--- src/rtl/mips_multicycle_ctrl_if.sv ---
// Control bundle between the multicycle sequencer (master) and the shared datapath (slave).
// mem_ready: the memory port completed the access presented this cycle; the sequencer holds its strobes until it sees it.
interface mips_multicycle_ctrl_if;
  logic [5:0] opcode;
  logic       mem_ready;
  logic       zero;
  logic       pcwrite;
  logic       pcwritecond;
  logic       iord;
  logic       memread;
  logic       memwrite;
  logic       irwrite;
  logic       memtoreg;
  logic       regdest;
  logic       regwrite;
  logic       jal;
  logic       alusrca;
  logic [1:0] alusrcb;
  logic [1:0] aluop;
  logic [1:0] pcsource;
  logic [3:0] state;
  logic       illegal;

  modport master (
    input  opcode, mem_ready, zero,
    output pcwrite, pcwritecond, iord, memread, memwrite, irwrite, memtoreg,
           regdest, regwrite, jal, alusrca, alusrcb, aluop, pcsource, state, illegal
  );

  modport slave (
    output opcode, mem_ready, zero,
    input  pcwrite, pcwritecond, iord, memread, memwrite, irwrite, memtoreg,
           regdest, regwrite, jal, alusrca, alusrcb, aluop, pcsource, state, illegal
  );
endinterface

--- src/rtl/mips_multicycle_ctrl.sv ---
// Moore sequencer stepping the shared MIPS-lite datapath through fetch/decode/execute/memory/writeback.
// Controls are registered from the next state; only the fetch loads are qualified by mem_ready.
module mips_multicycle_ctrl (
  input  logic                          clk,
  input  logic                          rst_n,
  mips_multicycle_ctrl_if.master        bus
);

  typedef enum logic [3:0] {
    S_FETCH   = 4'd0,
    S_DECODE  = 4'd1,
    S_MEMADDR = 4'd2,
    S_MEMRD   = 4'd3,
    S_MEMWB   = 4'd4,
    S_MEMWR   = 4'd5,
    S_EXEC    = 4'd6,
    S_RWB     = 4'd7,
    S_BRANCH  = 4'd8,
    S_NORIEX  = 4'd9,
    S_NORIWB  = 4'd10,
    S_JUMP    = 4'd11
  } state_t;

  typedef struct packed {
    logic       pcwrite;
    logic       pcwritecond;
    logic       iord;
    logic       memread;
    logic       memwrite;
    logic       fetch_ld;
    logic       memtoreg;
    logic       regdest;
    logic       regwrite;
    logic       jal;
    logic       alusrca;
    logic [1:0] alusrcb;
    logic [1:0] aluop;
    logic [1:0] pcsource;
  } ctl_t;

  localparam logic [5:0] OP_R    = 6'b000000;
  localparam logic [5:0] OP_LW   = 6'b100011;
  localparam logic [5:0] OP_SW   = 6'b101011;
  localparam logic [5:0] OP_BEQ  = 6'b000100;
  localparam logic [5:0] OP_NORI = 6'b001101;
  localparam logic [5:0] OP_JAL  = 6'b000011;
  localparam logic [5:0] OP_JSP  = 6'b010010;

  function automatic logic f_legal(input logic [5:0] op);
    return (op == OP_R) || (op == OP_LW) || (op == OP_SW) || (op == OP_BEQ) ||
           (op == OP_NORI) || (op == OP_JAL) || (op == OP_JSP);
  endfunction

  function automatic state_t f_next(input state_t s, input logic [5:0] op, input logic rdy);
    state_t n;
    n = S_FETCH;
    case (s)
      S_FETCH:   n = rdy ? S_DECODE : S_FETCH;
      S_DECODE: begin
        case (op)
          OP_LW, OP_SW:   n = S_MEMADDR;
          OP_R:           n = S_EXEC;
          OP_BEQ:         n = S_BRANCH;
          OP_NORI:        n = S_NORIEX;
          OP_JAL, OP_JSP: n = S_JUMP;
          default:        n = S_FETCH;
        endcase
      end
      S_MEMADDR: n = (op == OP_SW) ? S_MEMWR : S_MEMRD;
      S_MEMRD:   n = rdy ? S_MEMWB : S_MEMRD;
      S_MEMWR:   n = rdy ? S_FETCH : S_MEMWR;
      S_EXEC:    n = S_RWB;
      S_NORIEX:  n = S_NORIWB;
      default:   n = S_FETCH;
    endcase
    return n;
  endfunction

  // Opcode only matters in JUMP; the IR is frozen outside FETCH so it is stable here.
  function automatic ctl_t f_decode(input state_t s, input logic [5:0] op);
    ctl_t c;
    c = '0;
    case (s)
      S_FETCH: begin
        c.memread  = 1'b1;
        c.fetch_ld = 1'b1;
        c.alusrcb  = 2'b01;
      end
      S_DECODE:  c.alusrcb = 2'b11;
      S_MEMADDR: begin
        c.alusrca = 1'b1;
        c.alusrcb = 2'b10;
      end
      S_MEMRD: begin
        c.memread = 1'b1;
        c.iord    = 1'b1;
      end
      S_MEMWB: begin
        c.regwrite = 1'b1;
        c.memtoreg = 1'b1;
      end
      S_MEMWR: begin
        c.memwrite = 1'b1;
        c.iord     = 1'b1;
      end
      S_EXEC: begin
        c.alusrca = 1'b1;
        c.aluop   = 2'b10;
      end
      S_RWB: begin
        c.regwrite = 1'b1;
        c.regdest  = 1'b1;
      end
      S_BRANCH: begin
        c.alusrca     = 1'b1;
        c.aluop       = 2'b01;
        c.pcwritecond = 1'b1;
        c.pcsource    = 2'b01;
      end
      S_NORIEX: begin
        c.alusrca = 1'b1;
        c.alusrcb = 2'b10;
        c.aluop   = 2'b11;
      end
      S_NORIWB:  c.regwrite = 1'b1;
      S_JUMP: begin
        c.pcwrite = 1'b1;
        if (op == OP_JAL) begin
          c.pcsource = 2'b10;
          c.regwrite = 1'b1;
          c.jal      = 1'b1;
        end else begin
          c.pcsource = 2'b11;
        end
      end
      default: c = '0;
    endcase
    return c;
  endfunction

  state_t r_state;
  ctl_t   r_ctl;
  logic   r_illegal;
  state_t w_next;

  always_comb begin
    w_next = f_next(r_state, bus.opcode, bus.mem_ready);
  end

  always_ff @(posedge clk or negedge rst_n) begin
    if (!rst_n) begin
      r_state   <= S_FETCH;
      r_ctl     <= f_decode(S_FETCH, 6'd0);
      r_illegal <= 1'b0;
    end else begin
      r_state <= w_next;
      r_ctl   <= f_decode(w_next, bus.opcode);
      if (r_state == S_DECODE && !f_legal(bus.opcode)) begin
        r_illegal <= 1'b1;
      end
    end
  end

  assign bus.pcwrite     = r_ctl.pcwrite | (r_ctl.fetch_ld & bus.mem_ready);
  assign bus.irwrite     = r_ctl.fetch_ld & bus.mem_ready;
  assign bus.pcwritecond = r_ctl.pcwritecond;
  assign bus.iord        = r_ctl.iord;
  assign bus.memread     = r_ctl.memread;
  assign bus.memwrite    = r_ctl.memwrite;
  assign bus.memtoreg    = r_ctl.memtoreg;
  assign bus.regdest     = r_ctl.regdest;
  assign bus.regwrite    = r_ctl.regwrite;
  assign bus.jal         = r_ctl.jal;
  assign bus.alusrca     = r_ctl.alusrca;
  assign bus.alusrcb     = r_ctl.alusrcb;
  assign bus.aluop       = r_ctl.aluop;
  assign bus.pcsource    = r_ctl.pcsource;
  assign bus.state       = r_state;
  assign bus.illegal     = r_illegal;

endmodule
--- src/flat_wrapper.sv ---
// flat-port wrapper written by rule: the top's interface ports become plain ports
module mips_multicycle_ctrl_flat 
  (clk, rst_n, bus_opcode, bus_mem_ready, bus_zero, bus_pcwrite, bus_pcwritecond, bus_iord, bus_memread, bus_memwrite, bus_irwrite, bus_memtoreg, bus_regdest, bus_regwrite, bus_jal, bus_alusrca, bus_alusrcb, bus_aluop, bus_pcsource, bus_state, bus_illegal);
  mips_multicycle_ctrl_if bus_i ();
  input  logic clk;
  input  logic rst_n;
  input wire logic [$bits(bus_i.opcode)-1:0] bus_opcode;
  input wire logic [$bits(bus_i.mem_ready)-1:0] bus_mem_ready;
  input wire logic [$bits(bus_i.zero)-1:0] bus_zero;
  output wire logic [$bits(bus_i.pcwrite)-1:0] bus_pcwrite;
  output wire logic [$bits(bus_i.pcwritecond)-1:0] bus_pcwritecond;
  output wire logic [$bits(bus_i.iord)-1:0] bus_iord;
  output wire logic [$bits(bus_i.memread)-1:0] bus_memread;
  output wire logic [$bits(bus_i.memwrite)-1:0] bus_memwrite;
  output wire logic [$bits(bus_i.irwrite)-1:0] bus_irwrite;
  output wire logic [$bits(bus_i.memtoreg)-1:0] bus_memtoreg;
  output wire logic [$bits(bus_i.regdest)-1:0] bus_regdest;
  output wire logic [$bits(bus_i.regwrite)-1:0] bus_regwrite;
  output wire logic [$bits(bus_i.jal)-1:0] bus_jal;
  output wire logic [$bits(bus_i.alusrca)-1:0] bus_alusrca;
  output wire logic [$bits(bus_i.alusrcb)-1:0] bus_alusrcb;
  output wire logic [$bits(bus_i.aluop)-1:0] bus_aluop;
  output wire logic [$bits(bus_i.pcsource)-1:0] bus_pcsource;
  output wire logic [$bits(bus_i.state)-1:0] bus_state;
  output wire logic [$bits(bus_i.illegal)-1:0] bus_illegal;
  assign bus_i.opcode = bus_opcode;
  assign bus_i.mem_ready = bus_mem_ready;
  assign bus_i.zero = bus_zero;
  assign bus_pcwrite = bus_i.pcwrite;
  assign bus_pcwritecond = bus_i.pcwritecond;
  assign bus_iord = bus_i.iord;
  assign bus_memread = bus_i.memread;
  assign bus_memwrite = bus_i.memwrite;
  assign bus_irwrite = bus_i.irwrite;
  assign bus_memtoreg = bus_i.memtoreg;
  assign bus_regdest = bus_i.regdest;
  assign bus_regwrite = bus_i.regwrite;
  assign bus_jal = bus_i.jal;
  assign bus_alusrca = bus_i.alusrca;
  assign bus_alusrcb = bus_i.alusrcb;
  assign bus_aluop = bus_i.aluop;
  assign bus_pcsource = bus_i.pcsource;
  assign bus_state = bus_i.state;
  assign bus_illegal = bus_i.illegal;
  mips_multicycle_ctrl u_core (.clk(clk), .rst_n(rst_n), .bus(bus_i));
endmodule
--- config.mk ---
export PLATFORM = sky130hd
export DESIGN_NAME = mips_multicycle_ctrl_flat
export DESIGN_NICKNAME = d
export VERILOG_FILES = /design/src/rtl/mips_multicycle_ctrl_if.sv /design/src/rtl/mips_multicycle_ctrl.sv /design/src/flat_wrapper.sv
export SDC_FILE = /design/constraint.sdc
export NUM_CORES = 1
export LEC_CHECK = 0
export BUFFER_PORTS_ARGS = -buffer_cell sky130_fd_sc_hd__buf_2
export CORE_MARGIN = 2
export CORE_UTILIZATION = 30
export DETAILED_ROUTE_END_ITERATION = 10
export PLACE_DENSITY = 0.49
export SLEW_MARGIN = 20
export SYNTH_ARGS = -nofsm -noshare
export SYNTH_HDL_FRONTEND = slang
export SYNTH_SLANG_ARGS = --single-unit
--- constraint.sdc ---
create_clock -name clk -period 2.4 [get_ports clk]
set_clock_uncertainty 0.15 [all_clocks]
set_input_delay 0.6 -clock clk [delete_from_list [all_inputs] [get_ports clk]]
set_output_delay 0.6 -clock clk [all_outputs]
set_load 0.03 [all_outputs]
Word level (Yosys, flattened, before mapping)
Cells that the tools add are included.
{"block": "classes", "add_sub_neg": 0, "mul": 0, "div_mod_pow": 0, "magnitude_cmp": 0, "eq_ne": 23, "shift": 0, "n_mux": 22, "n_bitwise": 2, "n_reduce_logical": 18}
{"cell": "case mux 4 bit (7 select lines)", "n": 1}
{"cell": "== test 4 x 3 -> 1 bit (second input constant)", "n": 6}
{"cell": "== test 4 bit (second input constant)", "n": 5}
{"cell": "case mux 4 bit (5 select lines)", "n": 1}
{"cell": "== test 4 x 2 -> 1 bit (second input constant)", "n": 4}
{"cell": "== test 6 bit (second input constant)", "n": 2}
{"cell": "2-to-1 mux 1 bit", "n": 12}
{"cell": "case mux 2 bit (3 select lines)", "n": 2}
{"cell": "OR reduction 2 bit", "n": 5}
{"cell": "2-to-1 mux 3 bit", "n": 3}
{"cell": "== test 4 x 1 -> 1 bit (second input constant)", "n": 2}
{"cell": "zero test 4 bit", "n": 2}
{"cell": "== test 6 x 2 -> 1 bit (second input constant)", "n": 1}
{"cell": "== test 6 x 3 -> 1 bit (second input constant)", "n": 1}
{"cell": "== test 6 x 4 -> 1 bit (second input constant)", "n": 1}
{"cell": "== test 6 x 5 -> 1 bit (second input constant)", "n": 1}
{"cell": "zero test 6 bit", "n": 1}
{"cell": "logical OR 1 bit", "n": 6}
{"cell": "case mux 2 bit (2 select lines)", "n": 1}
{"cell": "OR reduction 4 bit", "n": 1}
{"cell": "OR reduction 3 bit", "n": 1}
{"cell": "2-to-1 mux 2 bit", "n": 1}
{"cell": "case mux 1 bit (2 select lines)", "n": 1}
{"cell": "bitwise AND 1 bit", "n": 1}
{"cell": "other kinds (3)", "n": 3}
{"block": "totals", "ff_bits": 22, "latchBits": 0, "ram_bits": 0, "mem_bits_ro": 0, "word_cells": 81, "memories": 0}

Depth between registers and ports, before layout
Gate-level depths: netlist of run 1.
{"block": "depth", "ltp_word": 9, "depth_mapped": 8, "ltp_nobuf": 6}

Worst setup path after synthesis of run 1
Ideal clock, no wire load.
{"block": "synth_path", "kind": "input port to flip-flop", "start": "in bus_opcode[0]", "end": "reg u_core.r_ctl (netlist bit u_core.bus.alusrca)", "setup_ns": 0.131, "arrival_ns": 2.013, "slack_ns": 0.106, "cell_stages": 7, "path_buffers": 1, "cell_sequence": "or4b_1 > o21ai_1 > and4b_1 > or3_1 > buf_6 > nor2_1 > or3_1"}
{"block": "synth_between", "elab_chain_cells": 7, "word_cells_on_any_way": 18, "classes_between": "eq/ne (10); mux (4); reduce/logical (4)"}
{"item": "start, declared", "line": "flat_wrapper.sv:7", "rtl": "input wire logic [$bits(bus_i.opcode)-1:0] bus_opcode;"}
{"item": "== test 6 x 5 -> 1 bit, or another cell as far along", "line": "mips_multicycle_ctrl.sv:60", "rtl": "case (op)"}
{"item": "OR reduction 2 bit", "line": "mips_multicycle_ctrl.sv:60"}
{"item": "case mux 4 bit (5 select lines)", "line": "mips_multicycle_ctrl.sv:60"}
{"item": "case mux 4 bit (7 select lines) *", "line": "mips_multicycle_ctrl.sv:57", "rtl": "case (s)"}
{"item": "named net u_core.w_next[1]", "line": "mips_multicycle_ctrl.sv:144", "rtl": "state_t w_next;"}
{"item": "== test 4 x 3 -> 1 bit, or another cell as far along", "line": "mips_multicycle_ctrl.sv:83", "rtl": "case (s)"}
{"item": "OR reduction 4 bit (no line) *"}
{"item": "2-to-1 mux 1 bit *", "line": "mips_multicycle_ctrl.sv:83"}
{"item": "end signal, assigned", "line": "mips_multicycle_ctrl.sv:153", "rtl": "r_ctl <= f_decode(S_FETCH, 6'd0);"}
{"item": "end signal, assigned", "line": "mips_multicycle_ctrl.sv:157", "rtl": "r_ctl <= f_decode(w_next, bus.opcode);"}
{"item": "end, declared", "line": "mips_multicycle_ctrl.sv:142", "rtl": "ctl_t r_ctl;"}
Mark *: on every way through the listed nets, which the timed path passes. The rest lies on a longest branch.
A chain may end at the register's enable or synchronous reset.

Final worst setup path of run 1
{"block": "layout_path", "start": "in bus_opcode[0]", "end": "reg u_core.r_ctl (netlist bit u_core.bus.alusrca)"}
{"block": "layout_between", "elab_chain_cells": 7, "word_cells_on_any_way": 18, "classes_between": "eq/ne (10); mux (4); reduce/logical (4)"}
{"item": "== test 6 x 5 -> 1 bit, or another cell as far along", "line": "mips_multicycle_ctrl.sv:60"}
{"item": "OR reduction 2 bit", "line": "mips_multicycle_ctrl.sv:60"}
{"item": "case mux 4 bit (5 select lines)", "line": "mips_multicycle_ctrl.sv:60"}
{"item": "case mux 4 bit (7 select lines) *", "line": "mips_multicycle_ctrl.sv:57"}
{"item": "== test 4 x 3 -> 1 bit, or another cell as far along", "line": "mips_multicycle_ctrl.sv:83"}
{"item": "OR reduction 4 bit (no line) *"}
{"item": "2-to-1 mux 1 bit *", "line": "mips_multicycle_ctrl.sv:83"}
Mark *: on every way between the ends. The rest lies on a longest branch, timed or not.

==> results_dict.tcl, run 1 <==
set metrics [dict create \
    result_of_the_run "completed" \
    power_density_of_the_placed_cells_mw_per_mm2 1050 \
    clock-sinks 22 \
    synth_top_family_by_area "simple AND/OR/NAND/NOR gates" \
    io_buffer_count 30 \
    detail_route.wirelength_mm 2.54 \
    drt_first_pass_iters 4 \
    synthDominantAreaCellType "sky130_fd_sc_hd__dfrtp_1" \
    postSynthNetCount 129 \
    area_share_of_the_largest_cell_type_after_synthesis_pct 41.9 \
    n_fill_cell 376 \
    cp_cell_sequence "buf_2 -> buf_4 -> xnor2_1 -> o22ai_1 -> o311ai_1 -> nor2_1 -> or3_1" \
    cp_data_required_time_ps 2390 \
    hold_path_class "input port to asynchronous set/reset pin" \
    coreArea_mm2 0.00366 \
    power.switching_fraction_pct 37.7 \
    synth-edff-count 0 \
    power_frac_clock_pct 20.5 \
    critical_setup_path_kind "input port to flip-flop" \
    via_per_inst 4.59 \
    pin_count 32 \
    arrival_ps 2220 \
    max_capacitance_violation_total 0 \
    postPlaceCellArea_mm2 0.00148 \
    insertion_delay_ps 250 \
    share_of_the_synthesized_area_in_compound_gates_ao_oa_aoi_oai_pct 12.0 \
    cts-buffers-inserted 3 \
    globalRoute.totalOverflow 0 \
    grt_pass1_wl_mm 4.50 \
    grt_pass1_vias 973 \
    fmax_ghz 0.447 \
    antenna_left 0 \
    power.share.combinational_pct 47.8 \
    place_congestion 0.790 \
    synth_ff_type "sky130_fd_sc_hd__dfrtp_1" \
    synth.most_common_cell "sky130_fd_sc_hd__dfrtp_1" \
    power.total_mw 1.63 \
    post_synth_and_or_nand_nor_area_fraction_pct 27.6 \
    area_growth_pct 36.3 \
    drcViolationCount 0 \
    ys_async_sr_fraction_pct 100 \
    groute.usage.overall_pct 13.5 \
    final_net_count 181 \
    netlist_top_cells_count "19 x sky130_fd_sc_hd__dfrtp_1, 15 x sky130_fd_sc_hd__nor2_1, 9 x sky130_fd_sc_hd__nand2_1, 8 x sky130_fd_sc_hd__inv_1, 6 x sky130_fd_sc_hd__buf_4" \
    max_slew_margin_pct 59.0 \
    cts_htree_levels 1 \
    antenna-diode-count 0 \
    summed_area_of_non_filler_cells_in_the_final_layout_mm2 0.00155 \
    dp.final_hpwl_mm 2.10 \
    drive_gt1_share_pct 41.2 \
    hold_viol_final 0 \
    synth.mux.area_fraction_pct 1.87 \
    power.static_leakage_nw 0.830 \
    timing.critical_path.slowest_cell_delay_ps 540 \
    synth.lib_cells_used.distinct 40 \
    synthAdderAreaFrac_pct 0 \
    finalSetupViolCount 0 \
    peakVddDrop_v 0.000326 \
    power_switching_mw 0.614 \
    final_util_pct 42.3 \
    die_area_mm2 0.00430 \
    fin_crit_sh_pct 93.2 \
    floorplan.initialDensity_pct 31.0 \
    largest_net_degree_at_the_start_of_global_routing 23 \
    synth_seq_cells 22 \
    rsz0062_at_grt "no" \
    kind_of_capture_point_of_the_worst_setup_path "flip-flop" \
    setup_tns_ps 0 \
    average_instance_area_after_synthesis_um2 9.55 \
    report.final.slew_viol_count 0 \
    xor_xnor_cell_area_share_of_the_yosys_netlist_pct 0.771 \
    p_int_mw 1.02 \
    syn-instance-count 119 \
    clk_root_buffer_cell "sky130_fd_sc_hd__clkbuf_8" \
    grt_antenna_before_repair 0 \
    synth_sequential_area_ratio_pct 48.8 \
    worstSetupStartpointType "input port" \
    postCtsHoldBufs 0 \
    crit_slowest_cell "sky130_fd_sc_hd__o311ai_1" \
    yosysWarningCount 0 \
    timing_worst_slew_pin_value_ps 606 \
    postCtsSetupRepairBufs 0 \
    netlist_area_mm2 0.00114 \
    fp-row-count 22 \
    post_cts_resized 0 \
    clk_path_buf_depth 2 \
    path_max_fanout 5 \
    timing.final.crit_period_ps 2240 \
    cts_tree "yes" \
    die_x_um 65.5 \
    synthTopCellsByArea "sky130_fd_sc_hd__dfrtp_1 42%, sky130_fd_sc_hd__dfstp_2 6.9%, sky130_fd_sc_hd__nor2_1 5.0%" \
    route.vias.total 1001 \
    sequentialPowerShare_pct 31.7 \
    die_height_um 65.5 \
    clkTransAtPathRegs_ps 80 \
    drt_iter0_markers 13 \
    final.hold.worst_slack_ps 138 \
    routed_wire_length_per_instance_um 11.7 \
]
==> cell families (layout without fill, tap and decap cells) <==
group                  count (synthesis)  count (layout)
AO/OA/AOI/OAI                         20              20
XOR/XNOR                               1               1
buffers and inverters                 18              69
flip-flops                            22              22
multiplexers                           2               2
AND/OR/NAND/NOR                       56              56
==> flip-flops by register name, indices dropped and copies added, names as in the netlist <==
name                    cells
u_core.bus.memwrite         1
u_core.bus.alusrcb          2
u_core.bus.state            4
u_core.bus.pcsource         2
u_core.bus.memread          1
u_core.bus.alusrca          1
u_core.bus.regdest          1
u_core.bus.illegal          1
u_core.bus.memtoreg         1
u_core.r_ctl                2
u_core.bus.aluop            2
u_core.bus.pcwritecond      1
u_core.bus.iord             1
u_core.bus.jal              1
u_core.bus.regwrite         1
==> cell usage in the layout, fill, tap and decap left out, types with 2 or more instances in the layout <==
cell type                  instances
sky130_fd_sc_hd__nand2_1           9
sky130_fd_sc_hd__nand3_1           4
sky130_fd_sc_hd__inv_1             8
sky130_fd_sc_hd__nor3_1            5
sky130_fd_sc_hd__buf_4            27
sky130_fd_sc_hd__nand2b_1          4
sky130_fd_sc_hd__nor2_1           15
sky130_fd_sc_hd__buf_2            30
sky130_fd_sc_hd__clkbuf_8          3
sky130_fd_sc_hd__dfstp_2           3
sky130_fd_sc_hd__or3_1             2
sky130_fd_sc_hd__dfrtp_1          19
sky130_fd_sc_hd__or4b_1            2
sky130_fd_sc_hd__o211ai_1          2
sky130_fd_sc_hd__o21ai_1           2
sky130_fd_sc_hd__a21oi_1           3
sky130_fd_sc_hd__or2_2             2
sky130_fd_sc_hd__nor4_1            2
sky130_fd_sc_hd__o21bai_1          3
sky130_fd_sc_hd__o21ai_0           3
sky130_fd_sc_hd__and4b_1           2
==> stage by stage <==
stage,setup WS (ps),instances
floorplan,106,119
global placement,-113,214
detailed placement,-110,214
CTS,156,218
global route,34.4,218
finish,163,218
==> worst max-delay path: cells and delay by family <==
kind            cells  cell delay, ps
xor+xnor            1             220
simple gates        2             460
compound gates      2             690
buf+inv             2             260
==> layer usage <==
layer	share of wire [%]	GRT usage, %	vias to the layer above
met3	2.7	1.20	2
met5	0	0	-
met4	1.3	5.21	0
li1	-	-	511
met2	48	22.8	20
met1	48	17.8	468
==> cell type report <==
class                           instances  area (um^2)  area share, %
Multi-Input combinational cell         79          480           31.0
Timing Repair Buffer                   57          353           22.8
Clock inverter                          1         30.0           1.94
Clock buffer                            3         41.3           2.67
Tap cell                               48         60.1           3.88
Sequential cell                        22          554           35.8
Inverter                                8         30.0           1.94
==> final timing paths <==
check                                          from                     to  slack [ps]  cells after the start
worst max-delay path                  bus_opcode[0]     u_core.bus.alusrca         160                      7
worst min-delay path                          rst_n     u_core.bus.regdest         140                      1
worst max register to register  u_core.bus.state[2]     u_core.bus.memread         260                      7
worst min register to register   u_core.bus.illegal     u_core.bus.illegal         330                      1
max in group asynchronous                     rst_n  u_core.bus.alusrcb[0]        1620                      1
min in group clk                 u_core.bus.illegal     u_core.bus.illegal         330                      1
==> power by group through the flow <==
stage | registers, mW | clock network (mW) | logic (mW)
global placement | 0.520 | 0 | 0.779
global route | 0.527 | 0.366 | 0.854
detailed placement | 0.523 | 0 | 0.786
finish | 0.517 | 0.335 | 0.779
floorplan | 0.610 | 0 | 0.440
CTS | 0.515 | 0.347 | 0.787
No activity file was read; power rests on OpenSTA's default activity.
==> inputs of run 2 (changes only) <==
BUFFER_PORTS_ARGS = unset   (was -buffer_cell sky130_fd_sc_hd__buf_2)
DONT_BUFFER_PORTS = 1   (was unset)
PLACE_DENSITY = 0.42   (was 0.49)
==> run 2 against run 1 <==
Against the previous run:
- maximum frequency grew 2.5%
- cell area fell by 15%
- clock-buffer cell count unchanged
- clock power grew 4%
- critical endpoint is now u_core.bus.memread
- highest routed layer unchanged
- worst hold slack got worse by 120 ps
- sequential power up 22%
- utilization is 6.5 points lower
- largest power group is now sequential cells
- power is 5.1% lower
- cell count shrank 19%
- largest cell class unchanged
- first-iteration DRC count rose by 38%
==> results_dict.tcl, run 2 (synthesis results as in run 1) <==
set metrics [dict create \
    result_of_the_run "completed" \
    max_slew_margin_pct 38.6 \
    clk_root_buffer_cell "sky130_fd_sc_hd__clkbuf_8" \
    power.static_leakage_nw 0.629 \
    fmax_ghz 0.458 \
    via_per_inst 5.09 \
    final_common_cell "sky130_fd_sc_hd__dfrtp_1" \
    power.total_mw 1.55 \
    final_net_count 139 \
    cts_htree_levels 1 \
    drt_first_pass_iters 4 \
    setup_tns_ps 0 \
    hold_path_class "input port to asynchronous set/reset pin" \
    floorplan.initialDensity_pct 31.0 \
    grt_pass1_vias 892 \
    grt_antenna_before_repair 0 \
    rsz0062_at_grt "no" \
    clk_path_buf_depth 2 \
    arrival_ps 2230 \
    routed_wire_length_per_instance_um 15.1 \
    path_max_fanout 11 \
    fp-row-count 22 \
    postCtsSetupRepairBufs 0 \
    globalRoute.totalOverflow 0 \
    final_util_pct 35.8 \
    insertion_delay_ps 260 \
    cts_tree "yes" \
    coreArea_mm2 0.00366 \
    die_x_um 65.5 \
    antenna_left 0 \
    die_area_mm2 0.00430 \
    clkTransAtPathRegs_ps 80 \
    power_density_of_the_placed_cells_mw_per_mm2 1180 \
    fin_crit_sh_pct 90.9 \
    grt_pass1_wl_mm 4.44 \
    pin_count 32 \
    drive_gt1_share_pct 21.1 \
    antenna-diode-count 0 \
    clock-sinks 22 \
    final.hold.worst_slack_ps 17.5 \
    die_height_um 65.5 \
    peakVddDrop_v 0.000327 \
    critical_setup_path_kind "flip-flop to flip-flop" \
    post_cts_resized 0 \
    n_fill_cell 378 \
    worst-r2r-cell-count 7 \
    io_buffer_count 0 \
    largest_net_degree_at_the_start_of_global_routing 20 \
    detail_route.wirelength_mm 2.66 \
    groute.usage.overall_pct 14.1 \
    report.final.slew_viol_count 0 \
    place_congestion 0.749 \
    timing_worst_slew_pin_value_ps 918 \
    drcViolationCount 0 \
    drt_iter0_markers 18 \
    cp_data_required_time_ps 2440 \
    route.vias.total 896 \
    largest_register_ff_count 4 \
    worstSetupStartpointType "flip-flop" \
    timing.final.crit_period_ps 2180 \
    dp.final_hpwl_mm 1.96 \
    layout_common_cells "19 x sky130_fd_sc_hd__dfrtp_1, 15 x sky130_fd_sc_hd__nor2_1, 14 x sky130_fd_sc_hd__buf_4, 9 x sky130_fd_sc_hd__nand2_1, 8 x sky130_fd_sc_hd__inv_1" \
    finalSetupViolCount 0 \
    hold_viol_final 0 \
    cts-buffers-inserted 3 \
    max_capacitance_violation_total 0 \
    regToRegSetupSlack_ps 220 \
    area_growth_pct 15.4 \
    kind_of_capture_point_of_the_worst_setup_path "flip-flop" \
]
run 2: cell types whose count changed in the layout (fill, tap and decap cells not counted), sizes merged:
cell and delta:
buf -43, dlygate4sd3 +1
run 2: timing repair:
action | in CTS | in global routing
endpoints found under the setup margin | 0 | 0
endpoints found under the hold margin | 19 | 0
hold buffers | 1 | 0
run 2: metrics by stage:
stage | worst slack, ps | instance area, um^2 | instances
final | 217 | 1310 | 176
after global routing | 38.2 | 1310 | 176
after CTS | 189 | 1310 | 176
after detailed placement | 61.8 | 1230 | 171
after global placement | 91.8 | 1230 | 171
after floorplan | 106 | 1140 | 119
run 2: power by group:
group | total (mW) | switching (mW) | internal, mW
clock | 0.350 | 0.127 | 0.223
combinational | 0.566 | 0.319 | 0.247
sequential | 0.630 | 0.158 | 0.473
total | 1.55 | 0.604 | 0.943
run 2: critical path, cell delays in order (launching register included):
cell and delay [ps]:
sky130_fd_sc_hd__dfrtp_1 550, sky130_fd_sc_hd__nor4b_1 120, sky130_fd_sc_hd__buf_4 160, sky130_fd_sc_hd__and4b_1 200
sky130_fd_sc_hd__or3_1 360, sky130_fd_sc_hd__buf_4 170, sky130_fd_sc_hd__or2_4 250, sky130_fd_sc_hd__a21oi_1 150
run 2: layer usage:
layer / GRT usage (%) / share of wire, % / up-vias
met3: 2.74 / 5.6 / 4
met2: 23.0 / 48 / 32
met5: 0 / 0 / -
met4: 7.81 / 2.1 / 0
met1: 17.6 / 44 / 433
li1: - / - / 427
run 2: final timing paths:
check,to,startpoint
setup / recovery,u_core.bus.memread,u_core.bus.state[3]
hold / removal,u_core.bus.alusrcb[0],rst_n
setup reg to reg,u_core.bus.memread,u_core.bus.state[3]
hold reg to reg,u_core.bus.regdest,u_core.bus.state[0]
max in group asynchronous,u_core.r_ctl[16],rst_n
min in group clk,u_core.bus.jal,bus_opcode[1]
run 2: final cells by class:
cell class                 count  area [um^2]  share of cell area (%)
clock inverter                 1         30.0                    2.29
sequential                    22          554                    42.3
timing repair buffer          15          115                    8.78
tap                           48         60.1                    4.58
inverter                       8         30.0                    2.29
multi-input combinational     79          480                    36.6
clock buffer                   3         41.3                    3.15
